<file path="src/rtl/pipeline_pkg.sv">
// Shared types and constants for the pipeline front end.
//   ADDR_W / INSTR_W : address and instruction widths
//   PC_STEP          : byte increment between sequential fetches
//   fetch_state_t    : fetch control state (HOLD, RUN)
//   fetch_entry_t    : {pc, instr} pair buffered for decode
package pipeline_pkg;

  localparam int unsigned ADDR_W  = 32;
  localparam int unsigned INSTR_W = 32;
  localparam logic [ADDR_W-1:0] PC_STEP = ADDR_W'(4);

  typedef enum logic [0:0] {
    HOLD = 1'b0,
    RUN  = 1'b1
  } fetch_state_t;

  typedef struct packed {
    logic [ADDR_W-1:0]  pc;
    logic [INSTR_W-1:0] instr;
  } fetch_entry_t;

  // Clears the byte-offset bits so every fetch address is word aligned.
  function automatic logic [ADDR_W-1:0] align_word(input logic [ADDR_W-1:0] addr);
    return addr & ~ADDR_W'(3);
  endfunction

endpackage

</file>
<file path="src/rtl/fetch_stage_if.sv">
// Bus bundle between the fetch stage, instruction memory and decode.
//   imem_req_valid/ready/addr : read request channel (fetch -> memory)
//   imem_rsp_valid/data       : in-order read response (memory -> fetch)
//   if_valid/ready/pc/instr   : fetched instruction stream (fetch -> decode)
// Modports: master = fetch stage side, slave = memory/decode side.
interface fetch_stage_if
  import pipeline_pkg::*;
();

  logic               imem_req_valid;
  logic               imem_req_ready;
  logic [ADDR_W-1:0]  imem_req_addr;
  logic               imem_rsp_valid;
  logic [INSTR_W-1:0] imem_rsp_data;
  logic               if_valid;
  logic               if_ready;
  logic [ADDR_W-1:0]  if_pc;
  logic [INSTR_W-1:0] if_instr;

  modport master (
    output imem_req_valid, imem_req_addr, if_valid, if_pc, if_instr,
    input  imem_req_ready, imem_rsp_valid, imem_rsp_data, if_ready
  );

  modport slave (
    input  imem_req_valid, imem_req_addr, if_valid, if_pc, if_instr,
    output imem_req_ready, imem_rsp_valid, imem_rsp_data, if_ready
  );

endinterface

</file>
<file path="src/rtl/fetch_fifo.sv">
// Small synchronous FIFO with flush, used for the instruction buffer and the
// request-address queue.
//   clk, reset_n : clock, async active-low reset
//   push/push_data, pop : enqueue / dequeue strobes (no push when full unless popping)
//   flush        : empties the FIFO; a push in the same cycle lands as the sole entry
//   head         : oldest entry, forced to zero while empty
//   count        : current occupancy (0..DEPTH)
module fetch_fifo #(
  parameter int unsigned DEPTH = 2,
  parameter int unsigned WIDTH = 32
) (
  input  logic                       clk,
  input  logic                       reset_n,
  input  logic                       push,
  input  logic [WIDTH-1:0]           push_data,
  input  logic                       pop,
  input  logic                       flush,
  output logic [WIDTH-1:0]           head,
  output logic [$clog2(DEPTH+1)-1:0] count
);

  localparam int unsigned PtrW = $clog2(DEPTH);
  localparam int unsigned CntW = $clog2(DEPTH + 1);

  logic [WIDTH-1:0] mem_q [DEPTH];
  logic [PtrW-1:0]  rd_q, wr_q, wr_idx;
  logic [CntW-1:0]  cnt_q;

  assign wr_idx = flush ? '0 : wr_q;

  always_ff @(posedge clk or negedge reset_n) begin
    if (!reset_n) begin
      rd_q  <= '0;
      wr_q  <= '0;
      cnt_q <= '0;
    end else if (flush) begin
      rd_q  <= '0;
      wr_q  <= PtrW'(push);
      cnt_q <= CntW'(push);
    end else begin
      if (push) wr_q <= wr_q + 1'b1;
      if (pop)  rd_q <= rd_q + 1'b1;
      cnt_q <= cnt_q + CntW'(push) - CntW'(pop);
    end
  end

  always_ff @(posedge clk) begin
    if (push) mem_q[wr_idx] <= push_data;
  end

  // Gate the head so stale storage never shows up on the outputs.
  assign head  = (cnt_q != '0) ? mem_q[rd_q] : '0;
  assign count = cnt_q;

endmodule

</file>
<file path="src/rtl/fetch_stage.sv">
// Instruction-fetch front end: owns the PC, issues in-order memory reads under
// a credit limit and buffers {pc, instr} pairs for decode.
//   clk, reset_n      : clock, async active-low reset
//   pcSelect          : hold fetch and load PC from startAddress
//   startAddress      : PC load value (bits [1:0] ignored)
//   redirect_valid    : one-cycle branch redirect (honoured in RUN only)
//   redirect_target   : redirect PC (bits [1:0] ignored)
//   bus               : fetch_stage_if.master (imem request/response, decode stream)
// Optional: define FETCH_PERF_EN to add perf_fetch_count / perf_drop_count.
module fetch_stage
  import pipeline_pkg::*;
#(
  parameter int unsigned       DEPTH    = 2,
  parameter logic [ADDR_W-1:0] RESET_PC = '0
) (
  input  logic              clk,
  input  logic              reset_n,
  input  logic              pcSelect,
  input  logic [ADDR_W-1:0] startAddress,
  input  logic              redirect_valid,
  input  logic [ADDR_W-1:0] redirect_target,
  fetch_stage_if.master     bus
`ifdef FETCH_PERF_EN
  ,
  output logic [31:0]       perf_fetch_count,
  output logic [31:0]       perf_drop_count
`endif
);

  localparam int unsigned     CntW     = $clog2(DEPTH + 1);
  localparam logic [CntW:0]   DepthLim = (CntW + 1)'(DEPTH);

  fetch_state_t      state_q, state_d;
  logic [ADDR_W-1:0] pc_q, pc_d, req_addr, start_pc, redir_pc, aq_head;
  logic [CntW-1:0]   out_q, out_d, drop_q, drop_d, fifo_count, aq_count;
  fetch_entry_t      head, push_entry;
  logic running, flush, redir, pop, credit, req_valid, fire, rsp, keep, discard;

  assign start_pc = align_word(startAddress);
  assign redir_pc = align_word(redirect_target);
  assign running  = (state_q == RUN);
  assign flush    = running & (pcSelect | redirect_valid);
  assign redir    = running & ~pcSelect & redirect_valid;
  assign pop      = bus.if_valid & bus.if_ready & ~flush;

  // A slot freed by this cycle's pop is reusable immediately, which is what
  // sustains one fetch per cycle at short memory latency.
  assign credit    = ({1'b0, fifo_count} + {1'b0, out_q} - (CntW + 1)'(pop)) < DepthLim;
  assign req_valid = running & ~pcSelect & credit;
  // A request issued in the redirect cycle already targets the new stream.
  assign req_addr  = redir ? redir_pc : pc_q;
  assign fire      = req_valid & bus.imem_req_ready;
  assign rsp       = bus.imem_rsp_valid & (out_q != '0);
  assign keep      = rsp & (drop_q == '0) & ~flush & (aq_count != '0);
  assign discard   = rsp & ~keep;

  assign push_entry = '{pc: aq_head, instr: bus.imem_rsp_data};

  assign bus.imem_req_valid = req_valid;
  assign bus.imem_req_addr  = req_addr;
  assign bus.if_valid       = (fifo_count != '0);
  assign bus.if_pc          = head.pc;
  assign bus.if_instr       = head.instr;

  always_comb begin
    state_d = state_q;
    pc_d    = pc_q;
    out_d   = out_q + CntW'(fire) - CntW'(rsp);
    drop_d  = drop_q;
    case (state_q)
      HOLD: begin
        if (pcSelect) pc_d = start_pc;
        else          state_d = RUN;
      end
      RUN: begin
        if (pcSelect) begin
          pc_d    = start_pc;
          state_d = HOLD;
        end else if (fire) begin
          pc_d = req_addr + PC_STEP;
        end else if (redir) begin
          pc_d = redir_pc;
        end
      end
      default: state_d = HOLD;
    endcase
    // Everything still in flight at a flush belongs to the abandoned stream.
    if (flush)                     drop_d = out_q - CntW'(rsp);
    else if (rsp && drop_q != '0)  drop_d = drop_q - CntW'(1);
  end

  always_ff @(posedge clk or negedge reset_n) begin
    if (!reset_n) begin
      state_q <= HOLD;
      pc_q    <= RESET_PC;
      out_q   <= '0;
      drop_q  <= '0;
    end else begin
      state_q <= state_d;
      pc_q    <= pc_d;
      out_q   <= out_d;
      drop_q  <= drop_d;
    end
  end

  fetch_fifo #(
    .DEPTH (DEPTH),
    .WIDTH (ADDR_W)
  ) u_addr_q (
    .clk       (clk),
    .reset_n   (reset_n),
    .push      (fire),
    .push_data (req_addr),
    .pop       (keep),
    .flush     (flush),
    .head      (aq_head),
    .count     (aq_count)
  );

  fetch_fifo #(
    .DEPTH ($bits(fetch_entry_t) > 0 ? DEPTH : DEPTH),
    .WIDTH ($bits(fetch_entry_t))
  ) u_instr_q (
    .clk       (clk),
    .reset_n   (reset_n),
    .push      (keep),
    .push_data (push_entry),
    .pop       (pop),
    .flush     (flush),
    .head      (head),
    .count     (fifo_count)
  );

`ifdef FETCH_PERF_EN
  always_ff @(posedge clk or negedge reset_n) begin
    if (!reset_n) begin
      perf_fetch_count <= '0;
      perf_drop_count  <= '0;
    end else begin
      if (bus.if_valid && bus.if_ready) perf_fetch_count <= perf_fetch_count + 32'd1;
      if (discard)                      perf_drop_count  <= perf_drop_count + 32'd1;
    end
  end
`endif

endmodule

</file>
<file path="src/flat_wrapper.sv">
// flat-port wrapper written by rule: the top's interface ports become plain ports
module fetch_stage_flat import pipeline_pkg::*;
#(
  parameter int unsigned       DEPTH    = 2,
  parameter logic [ADDR_W-1:0] RESET_PC = '0
)
  (clk, reset_n, pcSelect, startAddress, redirect_valid, redirect_target, bus_imem_req_valid, bus_imem_req_addr, bus_if_valid, bus_if_pc, bus_if_instr, bus_imem_req_ready, bus_imem_rsp_valid, bus_imem_rsp_data, bus_if_ready);
  fetch_stage_if bus_i ();
  input  logic clk;
  input  logic reset_n;
  input  logic pcSelect;
  input  logic [ADDR_W-1:0] startAddress;
  input  logic redirect_valid;
  input  logic [ADDR_W-1:0] redirect_target;
  output wire logic [$bits(bus_i.imem_req_valid)-1:0] bus_imem_req_valid;
  output wire logic [$bits(bus_i.imem_req_addr)-1:0] bus_imem_req_addr;
  output wire logic [$bits(bus_i.if_valid)-1:0] bus_if_valid;
  output wire logic [$bits(bus_i.if_pc)-1:0] bus_if_pc;
  output wire logic [$bits(bus_i.if_instr)-1:0] bus_if_instr;
  input wire logic [$bits(bus_i.imem_req_ready)-1:0] bus_imem_req_ready;
  input wire logic [$bits(bus_i.imem_rsp_valid)-1:0] bus_imem_rsp_valid;
  input wire logic [$bits(bus_i.imem_rsp_data)-1:0] bus_imem_rsp_data;
  input wire logic [$bits(bus_i.if_ready)-1:0] bus_if_ready;
  assign bus_imem_req_valid = bus_i.imem_req_valid;
  assign bus_imem_req_addr = bus_i.imem_req_addr;
  assign bus_if_valid = bus_i.if_valid;
  assign bus_if_pc = bus_i.if_pc;
  assign bus_if_instr = bus_i.if_instr;
  assign bus_i.imem_req_ready = bus_imem_req_ready;
  assign bus_i.imem_rsp_valid = bus_imem_rsp_valid;
  assign bus_i.imem_rsp_data = bus_imem_rsp_data;
  assign bus_i.if_ready = bus_if_ready;
  fetch_stage #(.DEPTH(DEPTH), .RESET_PC(RESET_PC)) u_core (.clk(clk), .reset_n(reset_n), .pcSelect(pcSelect), .startAddress(startAddress), .redirect_valid(redirect_valid), .redirect_target(redirect_target), .bus(bus_i));
endmodule
</file>
<file path="config.mk">
export PLATFORM = sky130hd
export DESIGN_NAME = fetch_stage_flat
export DESIGN_NICKNAME = d
export VERILOG_FILES = /design/src/rtl/pipeline_pkg.sv /design/src/rtl/fetch_stage_if.sv /design/src/rtl/fetch_fifo.sv /design/src/rtl/fetch_stage.sv /design/src/flat_wrapper.sv
export SDC_FILE = /design/constraint.sdc
export NUM_CORES = 1
export LEC_CHECK = 0
export BUFFER_PORTS_ARGS = -buffer_cell sky130_fd_sc_hd__buf_2
export CAP_MARGIN = 5
export CORE_MARGIN = 2
export CORE_UTILIZATION = 56
export CTS_CLUSTER_DIAMETER = 150
export DETAILED_ROUTE_END_ITERATION = 16
export PLACE_DENSITY = 0.8
export SLEW_MARGIN = 20
export SYNTH_ARGS = -nofsm -noshare
export SYNTH_HDL_FRONTEND = slang
export SYNTH_HIERARCHICAL = 1
export SYNTH_SLANG_ARGS = --single-unit
export TNS_END_PERCENT = 30
</file>
<file path="constraint.sdc">
create_clock -name clk -period 6.05 [get_ports clk]
set_input_delay 1.21 -clock clk [delete_from_list [all_inputs] [get_ports clk]]
set_output_delay 1.21 -clock clk [all_outputs]
set_load 0.01 [all_outputs]
</file>
# Yosys cells after proc, flatten, opt, wreduce, memory -nomap -nowiden
# Memories as Yosys holds them, arrays and structs flattened.
# Index checks and enable logic that the tools add are counted.
# Widths: inputs -> output; s select.
# totals
rom_bits	0
latchBits	0
ramBits	192
wordCells	80
mem_count	2
regBits	45
# mem_list
memory	depth	width	rd	rd_clocked_by_memory_dff	wr	line	rtl
u_core.u_instr_q.mem_q	2	64	1	0	1	fetch_fifo.sv:25	logic [WIDTH-1:0] mem_q [DEPTH];
u_core.u_addr_q.mem_q	2	32	1	0	1	fetch_fifo.sv:25	
# classes
eq_ne	1
n_div	0
muxes	26
bitwise	15
shift	0
n_lt_le_gt_ge	1
n_mul	0
reduce_logical	10
add_sub_neg	15
# ops
cell	count
$mux 32	5
$mux 64	1
$pmux 32 s2	1
$add 32x3->32 const B	1
$reduce_bool 2->1	8
$mux 1	15
$and 1x1->1	11
$mux 2	4
$sub 2x1->2	4
$add 2x1->2	3
$add 1x1->1 const B	4
$add 2x2->3	1
$lt 3x2->1 const B	1
$not 1->1	3
$sub 3x1->3	1
$logic_not 2->1	1
$ne 2x2->1 const B	1
$sub 2x1->2 const B	1
$logic_and 1x1->1	1
$or 1x1->1	1

# Longest topological paths before layout
# Gate-level depths: netlist (run 1).
# depth
depth_word	11
depth_mapped	15

# Hierarchy
# The synthesis (run 1) kept the hierarchy.
# by_module_without_submodules
module	seq_area_each_um2	area_per_inst_um2	cells_each	n_inst
fetch_fifo (u_core.u_instr_q)	3943.8	5066.1	288	1
fetch_stage	925.9	2962.8	375	1
fetch_fifo (u_core.u_addr_q)	2021.9	2633.8	154	1

# Least setup slack after synthesis (run 1)
# No wires, ideal clock.
# synth_timing
path_type	input -> register
startpoint	input port pcSelect
endpoint	memory u_core/u_instr_q/mem_q[1][0] in the netlist's numbering, enable pin
path_stages	6
t_arrival_ps	5238
path_slack_ps	326
required_ps	5564
n_path_buf	1
setup_time_ps	486
path_cell_list	buf_6 o21ai_0 inv_1 nor3_1 inv_1 nor2_1
# synth_between
elab_chain_len	7
word_cells_on_any_way	8
# synth_rtl
item	line	rtl
start: declaration	flat_wrapper.sv:11	input logic pcSelect;
$or 1x1->1	fetch_stage.sv:42	assign flush = running & (pcSelect | redirect_valid);
$and 1x1->1	fetch_stage.sv:42	
via u_core.flush	fetch_stage.sv:37	logic running, flush, redir, pop, credit, req_valid, fire, rsp, keep, discard;
$not 1->1	fetch_stage.sv:54	assign keep = rsp & (drop_q == '0) & ~flush & (aq_count != '0);
$and 1x1->1 (2 in series)	fetch_stage.sv:54	
via u_core.keep	fetch_stage.sv:37	
$mux 1	fetch_fifo.sv:48	if (push) mem_q[wr_idx] <= push_data;
$mux 1 (not written as such)	fetch_fifo.sv:48	
end: declaration	fetch_fifo.sv:25	
# The timed path passes the listed nets, and every way through them passes these cells.

# Worst setup path in the final report (run 1)
# layout_timing
startpoint	input port redirect_valid
endpoint	output port bus_imem_req_valid
# layout_between
elab_chain_len	7
# layout_rtl
item	line	rtl
start: declaration	flat_wrapper.sv:13	input logic redirect_valid;
$or 1x1->1	fetch_stage.sv:42	
$and 1x1->1	fetch_stage.sv:42	
$not 1->1	fetch_stage.sv:44	assign pop = bus.if_valid & bus.if_ready & ~flush;
$and 1x1->1	fetch_stage.sv:44	
via u_core.pop	fetch_stage.sv:37	
$sub 3x1->3	fetch_stage.sv:48	assign credit = ({1'b0, fifo_count} + {1'b0, out_q} - (CntW + 1)'(pop)) < DepthLim;
$lt 3x2->1	fetch_stage.sv:48	
$and 1x1->1	fetch_stage.sv:49	assign req_valid = running & ~pcSelect & credit;
end: declaration	flat_wrapper.sv:15	output wire logic [$bits(bus_i.imem_req_valid)-1:0] bus_imem_req_valid;
# The timed path passes the listed nets, and every way through them passes these cells.

==> results.yml, run 1 <==
placed_design:
  io_buffers: 196
  place_hpwl_um: 15200
  place_congestion: 0.913
clock_network:
  cts.clk_slew.worst_paths_ns: 0.06
  clk-insertion-delay-late_ns: 0.52
  cts_tree: "built"
  cts_resized: 0
  cts_buffers: 24
  cts_sinks: 237
  h-tree-depth: 1
  cts_buffer_depth: 3
  cts-root-buf: "clkbuf_16"
  ctsHoldBuffers: 0
  postCtsSetupBuffers: 0
layout:
  nFillCells: 1360
  post-route-util_pct: 66.9
  multi_input_area_sq_mm: 0.00343
  layout.nets: 1126
  syn_to_final_growth_pct: 17.4
  drive_gt1_share_pct: 25.9
  area.sequential_sq_mm: 0.00690
  num_antenna_cells: 0
critical_path:
  crit_path_end_kind: "output pin"
  crit_slowest_cell: "fa_1"
  startpoint_type: "input pin"
  critPathLaunch: "redirect_valid"
  r2r_setup_slack_ns: 1.81
  rr_startpoint: "u_core/running$_DFF_PN0_"
  worstRegToRegCells: 12
  worstPathRequired_ns: 4.84
  critPathKind: "in -> out"
  worst-path-max-fanout: 6
  crit_chain: "buf_2, o21ai_0, buf_4, and3_1, ha_1, nand2b_1, fa_1, xor2_1, and3_1, buf_2"
  worstPathArrival_ns: 3.31
  slowest_delay_ns: 0.38
  critPathCapture: "bus_imem_req_valid"
  reg2reg_to: "u_core/pc_q[19]$_DFFE_PN0P_"
logic_synthesis:
  synth-main-ff-cell: "edfxtp_1"
  synthCells: 817
  synthTopCellsByArea: "edfxtp_1 54%, dfrtp_1 11%, mux2i_1 9.8%, nor2_1 4.2%, nand2_1 3.1%"
  netlist_area_sq_mm: 0.0107
  yosysTopAreaCell: "edfxtp_1"
  ys_warn_count: 6
  ys_seq_area_share_pct: 64.6
  syn_avg_cell_area_sq_um: 13.1
  synth_top_cell_area_share_pct: 54.1
  syn-num-nets: 932
  ys_ff_latch: 237
  synth_enable_flop_cells: 192
  synth_cell_type_count: 50
  synthArstFlopShare_pct: 19.0
run:
  cap_viol_max_count: 0
power:
  leakage_uw: 0.00481
  ir_drop_uv: 224
  power_density_mw_per_mm2: 354
die:
  die-area_sq_mm: 0.0202
  fp.dieW_um: 142
  io_pins: 201
  core_sq_mm: 0.0187
  row_count: 50
  die-height_um: 142
  initial_core_util_pct: 57.0
grt:
  grt-ovfl-total: 0
  grt_max_degree: 65
  track_usage_pct: 22.6
  grt_pass1_vias: 6848
  antenna_found_initial: 0
  grt_pass1_wl_um: 35600
timing:
  relSlewSlack_pct: 30.6
  finalMaxSlewViolations: 0
  max_freq_mhz: 221
  setup_viol: 0
  min_period_over_period_pct: 74.7
  rsz0062_at_grt: "false"
  hold_viol: 0
  min_period_ns: 4.52
  clock-skew-final_ns: 0.0175
  tns_ns: 0
  worst_pin_slew_ns: 1.04
route:
  vias_per_cell: 5.58
  ant_nets: 0
  drc: 0
  wl_per_cell_um: 18.2
  first_pass_iters: 5
  drt-initial-drc-count: 484
  vias: 7031
  drt_wl_total_um: 23000
run_status:
  outcome: "finished, final reports clean"
hold_path:
  hp-class: "reg -> reg"
[stage by stage]
step	instance area [sq um]	hold slack (ns)	total power, uW	std cells	setup WS [ns]
6_report	12500	0.480	4440	1261	1.53
5_1_grt	12500	0.497	4660	1261	1.34
4_1_cts	12500	0.481	4470	1261	1.53
3_5_place_dp	11800	0.467	3120	1219	1.28
3_3_place_gp	11800	0.460	3090	1219	1.29
2_1_floorplan	10700	0.444	2760	817	0.326
[worst min-delay path by stage]
stage                          startpoint                         end  depth (start not counted)
2_1_floorplan  u_core/pc_q[0]$_DFFE_PN0P_  u_core/pc_q[0]$_DFFE_PN0P_                          1
3_3_place_gp   u_core/pc_q[0]$_DFFE_PN0P_  u_core/pc_q[0]$_DFFE_PN0P_                          1
4_1_cts        u_core/pc_q[0]$_DFFE_PN0P_  u_core/pc_q[0]$_DFFE_PN0P_                          1
6_report       u_core/pc_q[0]$_DFFE_PN0P_  u_core/pc_q[0]$_DFFE_PN0P_                          1
3_5_place_dp   u_core/pc_q[0]$_DFFE_PN0P_  u_core/pc_q[0]$_DFFE_PN0P_                          1
5_1_grt        u_core/pc_q[0]$_DFFE_PN0P_  u_core/pc_q[0]$_DFFE_PN0P_                          1
[critical path: cells and delay by family]
kind	cells	cell delay (ns)
fa+ha+maj	2	0.63
simple gates	3	0.56
compound gates	1	0.19
buf+inv	3	0.46
xor+xnor	1	0.26
[synthesized netlist by cell type, types with 8 or more instances]
cell / n
ha_1: 11
nand3_1: 21
mux2i_1: 104
xnor2_1: 31
o21ai_0: 33
edfxtp_1: 192
nor2_1: 120
a21oi_1: 10
buf_2: 12
mux2_2: 12
and2_1: 8
dfrtp_1: 45
clkbuf_1: 12
nand2_1: 87
inv_1: 23
nor3_1: 12
[cells by family (layout without fill, tap and decap cells)]
family | count (synthesis) | after routing | share of synthesized area [%]
compound gates | 62 | 62 | 3.70
mux | 118 | 118 | 11.3
xor+xnor | 39 | 39 | 3.46
fa+ha+maj | 12 | 12 | 1.48
buf+inv | 63 | 273 | 3.41
simple gates | 286 | 286 | 12.0
flops | 237 | 237 | 64.6
[per-layer routing]
metal / routed length (um) / share of wire (%) / vias up / global-route usage [%]
li1: - / - / 3312 / -
met4: 339 / 1.5 / 0 / 5.68
met5: 0 / 0 / - / 0
met2: 10800 / 47 / 327 / 38.6
met3: 1740 / 7.6 / 28 / 3.60
met1: 10000 / 44 / 3364 / 30.7
[flip-flops by register name (all words and copies together) (netlist names)]
name	cells
u_core/u_instr_q/wr_q	1
u_core/u_instr_q/mem_q	128
u_core/u_addr_q/mem_q	64
u_core/u_addr_q/wr_q	1
u_core/u_addr_q/rd_q	1
u_core/u_instr_q/count	2
u_core/drop_q	2
u_core/u_addr_q/count	2
u_core/out_q	2
u_core/pc_q	32
u_core/u_instr_q/rd_q	1
u_core/running	1
[placed cells by master, fill, tap and decap left out, types with 12 or more instances in the layout]
cell type / synthesis / final
nor2_1: 120 / 117
dfrtp_1: 45 / 43
nand2_1: 87 / 87
xnor2_1: 31 / 31
edfxtp_1: 192 / 192
mux2i_1: 104 / 104
mux2_2: 12 / 12
nor3_1: 12 / 12
clkbuf_16: 0 / 24
o21ai_0: 33 / 33
nand3_1: 21 / 21
buf_2: 12 / 195
inv_1: 23 / 23
[where the power goes]
group	internal [uW]	switching [uW]	leakage, uW	total, uW
Sequential	1900	118	0.00230	2020
Combinational	444	623	0.00215	1070
Clock	780	573	0.000358	1350
[cell type report]
class / count / share of cell area (%)
Sequential cell: 237 / 55.1
Multi-Input combinational cell: 517 / 27.4
Timing Repair Buffer: 207 / 8.71
Clock buffer: 29 / 5.03
Tap cell: 234 / 2.34
Clock inverter: 13 / 0.750
Inverter: 24 / 0.720
No activity file was read; power rests on OpenSTA's default activity.
==> run 2: changes to the inputs <==
CORE_UTILIZATION = 50   (was 56)
PLACE_DENSITY = 0.76   (was 0.8)
clock period = 4 ns   (was 6.05 ns; I/O delays follow)
==> results.yml, run 2 (same netlist as run 1, synthesis figures left out) <==
run_status:
  outcome: "finished, final reports clean"
critical_path:
  crit_path_end_kind: "output pin"
  critPathKind: "in -> out"
  worst-path-max-fanout: 53
  path_common_cell: "buf_4"
  startpoint_type: "input pin"
  r2r_setup_slack_ns: 0.58
  worstPathArrival_ns: 2.83
  crit_chain: "buf_2, buf_4, and3b_1, buf_4, buf_4, mux2_2, buf_2"
  worstRegToRegCells: 12
  reg2reg_to: "u_core/pc_q[22]$_DFFE_PN0P_"
  worstPathRequired_ns: 3.20
  slowest_delay_ns: 0.50
  crit_slowest_cell: "and3b_1"
  rr_startpoint: "u_core/u_instr_q/count[1]$_DFF_PN0_"
die:
  initial_core_util_pct: 50.9
  row_count: 53
  core_sq_mm: 0.0210
  fp.dieW_um: 150
  die-area_sq_mm: 0.0225
  io_pins: 201
  die-height_um: 150
layout:
  final_cells: 1322
  num_antenna_cells: 0
  final_cell_mix: "195 x buf_2, 192 x edfxtp_1, 117 x nor2_1"
  final_common_cell: "buf_2"
  largest_reg_flops: 128
  top_register: "u_core/u_instr_q/mem_q"
  layout.nets: 1144
  drive_gt1_share_pct: 27.6
  reg_top3: "u_core/u_instr_q/mem_q: 128 flops, u_core/u_addr_q/mem_q: 64 flops, u_core/pc_q: 32 flops"
  nFillCells: 1635
  syn_to_final_growth_pct: 20.9
timing:
  relSlewSlack_pct: 31.8
  clock-skew-final_ns: 0.0133
  worst_pin_slew_ns: 1.02
  min_period_ns: 3.63
  setup_viol: 0
  max_freq_mhz: 276
  finalMaxSlewViolations: 0
  rsz0062_at_grt: "false"
  min_period_over_period_pct: 90.7
  hold_viol: 0
clock_network:
  cts_tree: "built"
  cts_sinks: 237
  ctsHoldBuffers: 0
  cts.clk_slew.worst_paths_ns: 0.06
  postCtsSetupBuffers: 0
  cts_buffer_depth: 3
  cts-root-buf: "clkbuf_16"
  clk-insertion-delay-late_ns: 0.51
  h-tree-depth: 1
  cts_resized: 0
  cts_buffers: 24
route:
  first_pass_iters: 5
  drt-initial-drc-count: 420
  vias: 6963
  vias_per_cell: 5.27
  drt_wl_total_um: 22900
  ant_nets: 0
  wl_per_cell_um: 17.3
  drc: 0
power:
  ir_drop_uv: 312
  leakage_uw: 0.00496
  power_uw: 7000
  power_density_mw_per_mm2: 543
grt:
  antenna_found_initial: 0
  grt_pass1_wl_um: 35600
  grt_max_degree: 54
  grt-ovfl-total: 0
  track_usage_pct: 20.3
  grt_pass1_vias: 6684
hold_path:
  hp-class: "in -> async"
placed_design:
  post-place-cells: 1278
  io_buffers: 196
  place_congestion: 0.911
  place_hpwl_um: 16100
run:
  cap_viol_max_count: 0
## run 2: cell count changes in the layout (fill, tap and decap cells not counted)
cell        delta
nor2_4         +2
inv_8          +1
bufinv_16      +1
clkbuf_16      +1
nor2_2         -2
clkinvlp_4     +2
clkinv_8       -1
clkinv_1       -6
buf_4         +12
clkbuf_8       +5
clkinv_2       -4
clkbuf_1       +3
buf_12         +6
## run 2: final cells by class
class | count | area [sq um] | share of cell area, %
Sequential cell | 237 | 6900 | 53.5
Multi-Input combinational cell | 517 | 3440 | 26.6
Timing Repair Buffer | 225 | 1300 | 10.1
Clock buffer | 38 | 734 | 5.70
Tap cell | 275 | 344 | 2.67
Clock inverter | 6 | 91.3 | 0.708
Inverter | 24 | 90.1 | 0.699
## run 2: worst max path at each step
stage	from	endpoint	slack, ns	depth (start not counted)
final	pcSelect	bus_imem_req_addr[15]	0.37	7
after global routing	redirect_valid	bus_imem_req_valid	0.26	10
after CTS	redirect_valid	bus_imem_req_valid	0.39	10
after detailed placement	redirect_valid	u_core/pc_q[22]$_DFFE_PN0P_	-0.02	13
after global placement	redirect_valid	u_core/pc_q[26]$_DFFE_PN0P_	0.07	13
after floorplan	pcSelect	u_core/u_addr_q/mem_q[0][0]$_DFFE_PP_	-0.20	10
## run 2: per-layer routing
metal | vias up | wire length, um | GRT usage (%) | share of wire, %
met5 | - | 0 | 0 | 0
met4 | 0 | 449 | 5.75 | 2.0
met3 | 39 | 1830 | 3.17 | 8.0
met2 | 289 | 10900 | 33.7 | 47
met1 | 3286 | 9760 | 27.8 | 43
li1 | 3349 | - | - | -
## run 2: power by group
part / switching [uW] / leakage, uW / internal (uW)
sequential: 165 / 0.00230 / 2870
combinational: 956 / 0.00226 / 718
clock: 899 / 0.000398 / 1390
## run 2: metrics by stage
stage          TNS, ns  instance area, sq um  setup WS (ns)  util (%)  hold slack [ns]
2_1_floorplan   -11.69                 10700         -0.198         -            0.444
3_3_place_gp         0                 12100         0.0684      57.6            0.461
3_5_place_dp   -0.0218                 12100        -0.0194      57.6            0.470
4_1_cts              0                 12900          0.389      61.5            0.451
5_1_grt              0                 12900          0.255      61.5            0.331
6_report             0                 12900          0.372      61.5            0.301
## run 2: critical path: cells and delay by family
| family | cells | cell delay (ns) |
|---|---|---|
| buf+inv | 5 | 1.07 |
| mux | 1 | 0.44 |
| simple gates | 1 | 0.50 |
